File: src/rtl/iss_run_ctrl.sv
// Run/termination sequencer for the RISCV64G ISS bench: IDLE -> RUN -> DRAIN -> DONE.
// Optional console decode of tohost writes is enabled by defining LEVE_ISS_CONSOLE_EN.
module iss_run_ctrl #(
   parameter int unsigned CNT_W          = 32,
   parameter int unsigned TIMEOUT_CYCLES = 1000000,
   parameter int unsigned DRAIN_CYCLES   = 4
) (
   input  logic             CLK,
   input  logic             RSTn,
   input  logic             start,
   input  logic             tohost_we,
   input  logic [31:0]      tohost,
   output logic             run,
   output logic             done,
   output logic             pass,
   output logic             timeout,
   output logic [30:0]      exit_code,
   output logic [CNT_W-1:0] cycle_cnt,
   output logic             console_valid,
   output logic [7:0]       console_char
);

   localparam int unsigned      DRN_W   = $clog2(DRAIN_CYCLES + 1);
   localparam logic [CNT_W-1:0] WD_LAST = CNT_W'((TIMEOUT_CYCLES == 0) ? 0 : TIMEOUT_CYCLES - 1);

   typedef enum logic [1:0] {ST_IDLE, ST_RUN, ST_DRAIN, ST_DONE} state_t;

   state_t           state;
   logic [DRN_W-1:0] drain_cnt;
   logic             exit_wr;
   logic             wd_fire;

   always_comb begin
      exit_wr = tohost_we && tohost[0];
      wd_fire = (TIMEOUT_CYCLES != 0) && (cycle_cnt == WD_LAST);
   end

   always_ff @(posedge CLK or negedge RSTn) begin
      if (!RSTn) begin
         state     <= ST_IDLE;
         run       <= 1'b0;
         done      <= 1'b0;
         pass      <= 1'b0;
         timeout   <= 1'b0;
         exit_code <= '0;
         cycle_cnt <= '0;
         drain_cnt <= '0;
      end else begin
         case (state)
            ST_IDLE: begin
               if (start) begin
                  state     <= ST_RUN;
                  run       <= 1'b1;
                  cycle_cnt <= '0;
               end
            end
            ST_RUN: begin
               if (cycle_cnt != '1)
                  cycle_cnt <= cycle_cnt + 1'b1;
               // exit write takes priority over a watchdog expiring in the same cycle
               if (exit_wr) begin
                  exit_code <= tohost[31:1];
                  timeout   <= 1'b0;
                  run       <= 1'b0;
                  drain_cnt <= DRN_W'(DRAIN_CYCLES);
                  state     <= ST_DRAIN;
               end else if (wd_fire) begin
                  exit_code <= '0;
                  timeout   <= 1'b1;
                  run       <= 1'b0;
                  drain_cnt <= DRN_W'(DRAIN_CYCLES);
                  state     <= ST_DRAIN;
               end
            end
            ST_DRAIN: begin
               if (drain_cnt == DRN_W'(1)) begin
                  state <= ST_DONE;
                  done  <= 1'b1;
                  pass  <= !timeout && (exit_code == '0);
               end else begin
                  drain_cnt <= drain_cnt - 1'b1;
               end
            end
            ST_DONE: state <= ST_DONE;
            default: state <= ST_IDLE;
         endcase
      end
   end

`ifdef LEVE_ISS_CONSOLE_EN
   always_ff @(posedge CLK or negedge RSTn) begin
      if (!RSTn) begin
         console_valid <= 1'b0;
         console_char  <= '0;
      end else begin
         console_valid <= 1'b0;
         if (state == ST_RUN && tohost_we && !tohost[0] && tohost[31:24] == 8'h01) begin
            console_valid <= 1'b1;
            console_char  <= tohost[7:0];
         end
      end
   end
`else
   always_comb begin
      console_valid = 1'b0;
      console_char  = '0;
   end
`endif

endmodule

File: config.mk
export PLATFORM = sky130hd
export DESIGN_NAME = iss_run_ctrl
export DESIGN_NICKNAME = d
export VERILOG_FILES = /design/src/rtl/iss_run_ctrl.sv
export SDC_FILE = /design/constraint.sdc
export NUM_CORES = 1
export LEC_CHECK = 0
export CORE_ASPECT_RATIO = 0.7
export CORE_MARGIN = 8
export CORE_UTILIZATION = 50
export DETAILED_ROUTE_END_ITERATION = 12
export PLACE_DENSITY = 0.95
export SYNTH_ARGS = -nofsm -noshare
export SYNTH_HDL_FRONTEND = slang
export SYNTH_SLANG_ARGS = --single-unit
File: constraint.sdc
create_clock -name CLK -period 6.45 [get_ports CLK]
set_input_delay 1.29 -clock CLK [delete_from_list [all_inputs] [get_ports CLK]]
set_output_delay 1.29 -clock CLK [all_outputs]
set_load 0.02 [all_outputs]
==> run_results.csv, run 1 <==
group,metric,value,unit
sta,rsz0062_at_grt,"false",
worst_setup_path,reg2reg_to,"cycle_cnt[5]",
grt,antenna_found_initial,0,
synthesis,synth.avg_cell_area,10.2,µm²
placed_design,portBuffers,102,
clocking,post_cts_buffers,0,
layout,instances_no_fill,545,
clocking,path_clk_slew,0.08,ns
clocking,cts_tree,"built",
grt,grt_overflow,0,
die,rows,25,
clocking,clkLatencyLatePin,0.36,ns
clocking,hold_buffers,0,
die,die_y,86.6,µm
sta,skew,0.00753,ns
layout,nNetsFinal,485,
sta,fin_setup_tns,0,ns
synthesis,synth-xor-area-share,0.00738,
worst_setup_path,crit_fanout,9,
min_path,holdPathStages,1,
synthesis,async_flop_share,1.00,
sta,maxSlewViolCount,0,
sta,max_slew.worst_pin.slew,0.957,ns
drt,drt-total-wl,10500,µm
placed_design,dp_hpwl,7610,µm
drt,wl_per_cell,19.3,µm
min_path,hold_end,"run",
sta,fmaxAchievable,310,MHz
worst_setup_path,startpoint_type,"input port",
layout,post-route-util,0.706,
sta,hold_viol,0,
layout,num-fill-cells,514,
synthesis,synth_top_area_frac,0.506,
drt,firstDrtPassIters,5,
placed_design,dpl.cell_count,529,
power_and_ir_drop,vdd_drop_max,0.239,mV
clocking,cts.sinks,72,
sta,min_period,3.22,ns
grt,grt_pass1_vias,3298,
layout,layout_commonest_cell,"clkdlybuf4s50_1",
min_path,hp-start,"run",
flow_run,drv_cap,0,
grt,grt_usage,0.211,
drt,num_vias,3325,
layout,diodes,0,
synthesis,synth_fa_ha_area_frac,0.0105,
min_path,hp-class,"reg2reg",
synthesis,yosys.area_share.simple,0.226,
sta,relSlewSlack,0.359,
worst_setup_path,cp.required,6.73,ns
drt,drc,0,
worst_setup_path,path_class,"in2reg",
synthesis,ys.flop_type,"dfrtp_1",
placed_design,gp_congestion,0.893,
clocking,cts_resized,0,
drt,via_per_inst,6.10,
die,die-area,10100,µm²
sta,period_share,0.500,
synthesis,synth.largest_area_cell,"dfrtp_1",
layout,layout-drive-gt1-share,0.0776,
synthesis,synth_area_leaders,"dfrtp_1 51%, a22o_1 6.9%, a21oi_1 3.1%",
worst_setup_path,worstReg2RegStart,"cycle_cnt[0]",
grt,grt_pass1_wl,16800,µm
die,pin_count,112,
synthesis,synth_area,3560,µm²
synthesis,yosysWarnings,0,
synthesis,ys_types,49,
synthesis,ys_seq_elements,72,
clocking,clockBufferDepth,2,
die,start_util,0.522,
synthesis,synthCells,349,
synthesis,synth.area.mux_share,0.00281,
layout,final_cell_mix,"101 x clkdlybuf4s50_1, 72 x dfrtp_1, 28 x a22o_1, 22 x a21oi_1, 22 x o21ai_0",
clocking,cts_max_level,3,
synthesis,synth_edf_count,0,
sta,setup_viol,0,
synthesis,synth_compound_area_frac,0.196,
synthesis,yosysSeqAreaShare,0.506,
power_and_ir_drop,p_total,0.00159,W
power_and_ir_drop,power-per-cell-area,330,nW/µm²
status,status,"complete, no violations",
die,core,6820,µm²
worst_setup_path,r2r_slack,3.56,ns
clocking,cts_buffers,9,
drt,drtIter0Drc,302,
clocking,cts_root_buf,"clkbuf_8",
grt,grt_max_degree,73,
worst_setup_path,cp.arrival,3.50,ns
drt,antenna_left,0,
synthesis,synth_top_family_by_area,"simple AND/OR/NAND/NOR gates",
layout,syn_to_final_growth,35.2,%
worst_setup_path,worst_setup_path_end_kind,"flip-flop",
worst_setup_path,r2r_cells,6,
die,die_x,117,µm
power_and_ir_drop,p_leak,1.99,nW
metrics by stage:
step | worst slack, ns | cell area, µm² | hold slack [ns]
6_report | 3.23 | 4810 | 0.507
3_5_place_dp | 2.88 | 4590 | 0.496
2_1_floorplan | 3.79 | 3590 | 0.494
5_1_grt | 3.08 | 4810 | 0.520
3_3_place_gp | 3.00 | 4590 | 0.461
4_1_cts | 3.26 | 4810 | 0.515
power breakdown:
| group | internal (W) | switching, W | leakage [nW] |
|---|---|---|---|
| Sequential | 0.000556 | 0.000115 | 0.944 |
| Clock | 0.000218 | 0.000179 | 0.110 |
| Combinational | 0.000271 | 0.000249 | 0.939 |
synthesized netlist by cell type, types with 2 or more instances:
cell type and number:
dfrtp_1 72, a22o_1 28, a21oi_1 22, o21ai_0 22, nor2_1 19, nand2_1 18, nand4_1 16, or3_1 15
nand3_1 14, clkbuf_1 11, nor4_1 11, buf_4 9, o31ai_1 9, nor3_1 8, and2_1 6, a31oi_1 5
and3_1 4, and4_1 4, buf_6 4, nand2b_1 4, or4_1 4, a21o_1 3, a22o_2 3, buf_1 3
ha_1 3, xor2_1 3, inv_1 2, nor4_2 2, o2111ai_1 2, o21a_1 2, o21bai_1 2, or2_2 2
flip-flops by register name (all words and copies together) (netlist names):
signal,count
state,2
exit_code,31
done,1
run,1
pass,1
timeout,1
cycle_cnt,32
drain_cnt,3
metal layers:
layer | routed length [µm] | vias up | global-route usage
met5 | 0 | - | 0
met4 | 259 | 0 | 0.0775
met3 | 859 | 25 | 0.0805
met2 | 5070 | 157 | 0.331
met1 | 4340 | 1629 | 0.260
li1 | - | 1514 | -
area by class of cell:
| cell class | count | area [µm²] | share of cell area |
|---|---|---|---|
| repair buffers | 106 | 1050 | 0.217 |
| well taps | 94 | 118 | 0.0244 |
| multi-input cells | 255 | 1620 | 0.337 |
| flip-flops and latches | 72 | 1800 | 0.375 |
| clock inverters | 7 | 95.1 | 0.0198 |
| inverters | 2 | 7.51 | 0.00156 |
| clock buffers | 9 | 124 | 0.0257 |
worst max-delay path by stage:
stage	startpoint	to	slack (ns)	cells after the start
after CTS	start	cycle_cnt[31]	3.26	6
final	start	cycle_cnt[31]	3.23	6
after global placement	start	cycle_cnt[31]	3.00	6
after detailed placement	start	cycle_cnt[31]	2.88	6
after global routing	start	cycle_cnt[31]	3.08	6
after floorplan	start	cycle_cnt[27]	3.79	5
logic make-up after synthesis:
group           Yosys count
simple gates            137
buf+inv                  30
xor+xnor                  3
fa+ha+maj                 3
other cells               1
flops                    72
mux                       1
compound gates          102
critical path, cell delays in order:
cell,delay (ns)
clkdlybuf4s50_1,0.51
o21bai_1,0.14
nor4_2,0.66
o2111ai_1,0.35
or3_1,0.39
a21oi_1,0.17
(Power assumes the default switching activity.)
==> run 2, diff against run 1 <==
--- a/config.mk
+++ b/config.mk
@@ -7,9 +7,9 @@
 export LEC_CHECK = 0
 export CORE_ASPECT_RATIO = 0.7
 export CORE_MARGIN = 8
-export CORE_UTILIZATION = 50
+export CORE_UTILIZATION = 42
 export DETAILED_ROUTE_END_ITERATION = 12
-export PLACE_DENSITY = 0.95
+export PLACE_DENSITY = 0.87
 export SYNTH_ARGS = -nofsm -noshare
 export SYNTH_HDL_FRONTEND = slang
 export SYNTH_SLANG_ARGS = --single-unit
==> constraint.sdc (replaced) <==
create_clock -name CLK -period 2.8 [get_ports CLK]
set_input_delay 0.56 -clock CLK [delete_from_list [all_inputs] [get_ports CLK]]
set_output_delay 0.56 -clock CLK [all_outputs]
set_load 0.02 [all_outputs]
==> run_results.csv, run 2 (same netlist as run 1, synthesis figures left out) <==
group,metric,value,unit
status,status,"complete, no violations",
sta,relSlewSlack,0.498,
drt,num_vias,3242,
clocking,path_clk_slew,0.06,ns
drt,drtIter0Drc,241,
clocking,clkLatencyLatePin,0.32,ns
layout,diodes,0,
layout,multiInputGateArea,1610,µm²
layout,syn_to_final_growth,40.1,%
grt,antenna_found_initial,0,
sta,setup_viol,0,
layout,max_flop_register,"cycle_cnt",
drt,drc,0,
layout,regArea,1800,µm²
layout,num-fill-cells,704,
layout,final_cell_mix,"101 x clkdlybuf4s50_1, 72 x dfrtp_1, 28 x a22o_1, 22 x a21oi_1, 22 x o21ai_0",
die,rows,28,
sta,skew,0.00828,ns
die,die_y,93.0,µm
sta,fmaxAchievable,395,MHz
clocking,cts.sinks,72,
layout,layout_commonest_cell,"clkdlybuf4s50_1",
power_and_ir_drop,vdd_drop_max,0.462,mV
sta,min_period,2.53,ns
min_path,hp-class,"in2async",
sta,rsz0062_at_grt,"false",
clocking,post_cts_buffers,0,
clocking,cts_root_buf,"clkbuf_16",
sta,period_share,0.905,
worst_setup_path,crit_fanout,33,
sta,hold_viol,0,
placed_design,dp_hpwl,7370,µm
die,die_x,126,µm
drt,antenna_left,0,
layout,largest_reg_flops,32,
clocking,hold_buffers,0,
flow_run,drv_cap,0,
clocking,cts_max_level,3,
die,pin_count,112,
grt,grt_overflow,0,
worst_setup_path,r2r_slack,0.27,ns
drt,firstDrtPassIters,5,
worst_setup_path,cp.required,3.01,ns
worst_setup_path,cp.arrival,2.74,ns
power_and_ir_drop,power-per-cell-area,791,nW/µm²
clocking,cts_tree,"built",
placed_design,dpl.cell_count,547,
grt,grt_usage,0.168,
layout,instances_no_fill,563,
layout,nNetsFinal,492,
placed_design,gp_congestion,0.876,
power_and_ir_drop,p_leak,2.08,nW
die,start_util,0.427,
worst_setup_path,startpoint_type,"flip-flop",
sta,max_slew.worst_pin.slew,0.752,ns
drt,via_per_inst,5.76,
die,core,8340,µm²
sta,hold_ws,0.141,ns
sta,fin_setup_tns,0,ns
drt,drt-total-wl,10000,µm
clocking,cts_buffers,9,
clocking,clockBufferDepth,2,
grt,grt_pass1_wl,16100,µm
layout,layout-drive-gt1-share,0.0895,
worst_setup_path,worst_setup_path_end_kind,"flip-flop",
worst_setup_path,path_class,"reg2reg",
grt,grt_pass1_vias,3140,
layout,post-route-util,0.598,
layout,reg.largest.list,"cycle_cnt: 32 flops, exit_code: 31 flops, drain_cnt: 3 flops",
drt,wl_per_cell,17.8,µm
clocking,cts_resized,0,
die,die-area,11700,µm²
power_and_ir_drop,p_total,0.00394,W
grt,grt_max_degree,58,
placed_design,portBuffers,102,
sta,maxSlewViolCount,0,
==> run 2: cell types whose count changed in the layout (fill, tap and decap cells not counted), sizes merged <==
cell,delta
buf,+7
==> run 2: through the flow <==
| step | cell area [µm²] | worst slack, ns |
|---|---|---|
| 2_1_floorplan | 3590 | 0.319 |
| 3_3_place_gp | 4670 | 0.310 |
| 3_5_place_dp | 4670 | 0.273 |
| 4_1_cts | 4990 | 0.263 |
| 5_1_grt | 4990 | 0.153 |
| 6_report | 4990 | 0.266 |
==> run 2: cell type report <==
cell class / instances / area share
clock buffer: 9 / 0.0452
clock inverter: 7 / 0.0191
inverter: 2 / 0.00151
multi-input combinational: 255 / 0.324
sequential: 72 / 0.361
tap: 105 / 0.0263
timing repair buffer: 113 / 0.223
==> run 2: power breakdown <==
part	internal (W)	total, W	switching [W]
registers	0.00128	0.00153	0.000244
logic	0.000630	0.00120	0.000573
clock network	0.000781	0.00121	0.000432
total	0.00269	0.00394	0.00125
==> run 2: critical path, stage by stage (launching register included) <==
cell	delay (ns)
dfrtp_1	0.43
or4_1	0.53
or4_4	0.54
nor4_4	0.41
nor2_4	0.24
a22o_2	0.26
==> run 2: layer usage <==
| metal | track usage | wire length (µm) | up-vias |
|---|---|---|---|
| met1 | 0.213 | 4530 | 1575 |
| met3 | 0.0466 | 664 | 18 |
| li1 | - | - | 1528 |
| met5 | 0 | 0 | - |
| met2 | 0.271 | 4660 | 121 |
| met4 | 0.0598 | 167 | 0 |
==> run 2: worst paths after layout <==
| path | from | endpoint | depth (start not counted) |
|---|---|---|---|
| min in group CLK | done | done | 1 |
| setup / recovery | cycle_cnt[28] | exit_code[0] | 5 |
| hold / removal | RSTn | exit_code[30] | 1 |
| setup reg to reg | cycle_cnt[28] | exit_code[0] | 5 |
| max in group asynchronous | RSTn | cycle_cnt[30] | 2 |
| hold reg to reg | done | done | 1 |
==> run 3, diff against run 2 <==
--- a/config.mk
+++ b/config.mk
@@ -9,7 +9,7 @@
 export CORE_MARGIN = 8
 export CORE_UTILIZATION = 42
 export DETAILED_ROUTE_END_ITERATION = 12
-export PLACE_DENSITY = 0.87
+export PLACE_DENSITY = 0.74
 export SYNTH_ARGS = -nofsm -noshare
 export SYNTH_HDL_FRONTEND = slang
 export SYNTH_SLANG_ARGS = --single-unit
==> run_results.csv, run 3 (same netlist as run 1, synthesis figures left out) <==
group,metric,value,unit
status,status,"complete, no violations",
grt,grt_usage,0.183,
grt,grt_pass1_wl,17300,µm
drt,top_layer,"met4",
drt,met1Wirelength,4600,µm
power_and_ir_drop,clkPwrFrac,0.330,
sta,period_share,0.921,
drt,num_vias,3285,
worst_setup_path,worst_setup_path_end_kind,"flip-flop",
die,start_util,0.427,
grt,grt_max_degree,36,
power_and_ir_drop,power-per-cell-area,817,nW/µm²
worst_setup_path,startpoint_type,"flip-flop",
sta,rsz0062_at_grt,"false",
clocking,clockBufferDepth,2,
layout,largest_reg_flops,32,
clocking,cts_tree,"built",
grt,antenna_found_initial,0,
die,die_y,93.0,µm
sta,fmaxAchievable,388,MHz
drt,via_per_inst,5.80,
grt,grt_overflow,0,
clocking,path_clk_slew,0.06,ns
layout,reg.largest.list,"cycle_cnt: 32 flops, exit_code: 31 flops, drain_cnt: 3 flops",
sta,relSlewSlack,0.498,
worst_setup_path,cp.required,3.02,ns
clocking,clkLatencyLatePin,0.33,ns
power_and_ir_drop,switching_share,0.315,
clocking,cts_root_buf,"clkbuf_16",
power_and_ir_drop,p_int,0.00281,W
sta,hold_viol,0,
placed_design,dp_hpwl,7590,µm
power_and_ir_drop,power.share.sequential,0.374,
placed_design,dpl_cell_area,4680,µm²
layout,fin_area,5030,µm²
sta,max_slew.worst_pin.slew,0.751,ns
die,pin_count,112,
power_and_ir_drop,power.share.combinational,0.296,
clocking,hold_buffers,0,
drt,drc,0,
sta,fin_setup_tns,0,ns
drt,antenna_left,0,
die,rows,28,
drt,wl_per_cell,18.8,µm
layout,syn_to_final_growth,41.4,%
drt,wl_met3,712,µm
sta,min_period,2.58,ns
min_path,hp-class,"in2async",
clocking,cts_buffers,9,
sta,maxSlewViolCount,0,
clocking,post_cts_buffers,0,
power_and_ir_drop,p_sw,0.00129,W
clocking,cts_max_level,3,
placed_design,portBuffers,102,
layout,layout-drive-gt1-share,0.0954,
drt,drt-total-wl,10600,µm
flow_run,drv_cap,0,
placed_design,gp_congestion,0.877,
die,core,8340,µm²
worst_setup_path,cp.arrival,2.80,ns
layout,final_cell_mix,"101 x clkdlybuf4s50_1, 72 x dfrtp_1, 28 x a22o_1, 22 x a21oi_1, 22 x o21ai_0",
sta,setup_viol,0,
die,die-area,11700,µm²
sta,hold_ws,0.208,ns
clocking,cts_resized,0,
sta,skew,0.00533,ns
worst_setup_path,path_class,"reg2reg",
die,die_x,126,µm
drt,drtIter0Drc,207,
clocking,cts.sinks,72,
worst_setup_path,crit_fanout,33,
drt,dr_wl_met2,5090,µm
layout,diodes,0,
power_and_ir_drop,vdd_drop_max,0.551,mV
layout,max_flop_register,"cycle_cnt",
worst_setup_path,r2r_slack,0.22,ns
grt,grt_pass1_vias,3330,
layout,layout_commonest_cell,"clkdlybuf4s50_1",
power_and_ir_drop,p_leak,2.11,nW
drt,firstDrtPassIters,4,
layout,nNetsFinal,495,
-- run 3: changes by cell type in the layout (fill, tap and decap cells not counted) --
cell / delta
buf_12: -1
clkbuf_8: +1
buf_4: +4
clkinv_2: -2
bufinv_16: +1
-- run 3: stage by stage --
step	util	power, W	setup WS (ns)	std cells
floorplan	-	0.00212	0.319	357
global placement	0.561	0.00272	0.156	550
detailed placement	0.561	0.00276	0.118	550
CTS	0.603	0.00413	0.217	566
global route	0.603	0.00429	0.0875	566
finish	0.603	0.00411	0.221	566
-- run 3: area by class of cell --
cell class | instances | area, µm²
fill | 706 | 3310
sequential | 72 | 1800
multi-input combinational | 255 | 1610
timing repair buffer | 116 | 1120
clock buffer | 10 | 239
tap | 105 | 131
clock inverter | 6 | 115
inverter | 2 | 7.51
-- run 3: worst paths after layout --
kind | to | startpoint | cells after the start
worst max-delay path | exit_code[29] | cycle_cnt[28] | 5
worst min-delay path | cycle_cnt[21] | RSTn | 1
worst max register to register | exit_code[29] | cycle_cnt[28] | 5
worst min register to register | done | done | 1
max in group asynchronous | exit_code[2] | RSTn | 2
min in group CLK | done | done | 1
-- run 3: worst max-delay path, cell delays in order, from the launching register on --
cell and delay, ns:
dfrtp_1 0.42, or4_1 0.55, or4_4 0.55, nor4_4 0.43, nor2_4 0.25, a22o_2 0.27
-- run 3: routing by layer --
layer / track usage / up-vias
met2: 0.292 / 112
met4: 0.0738 / 0
met3: 0.0545 / 19
li1: - / 1532
met5: 0 / -
met1: 0.231 / 1622
-- run 3: power groups by stage --
stage	clock network [W]	registers [W]	logic, W
2_1_floorplan	0	0.00174	0.000374
3_3_place_gp	0	0.00153	0.00119
3_5_place_dp	0	0.00154	0.00122
4_1_cts	0.00137	0.00153	0.00123
5_1_grt	0.00142	0.00157	0.00129
6_report	0.00135	0.00154	0.00121
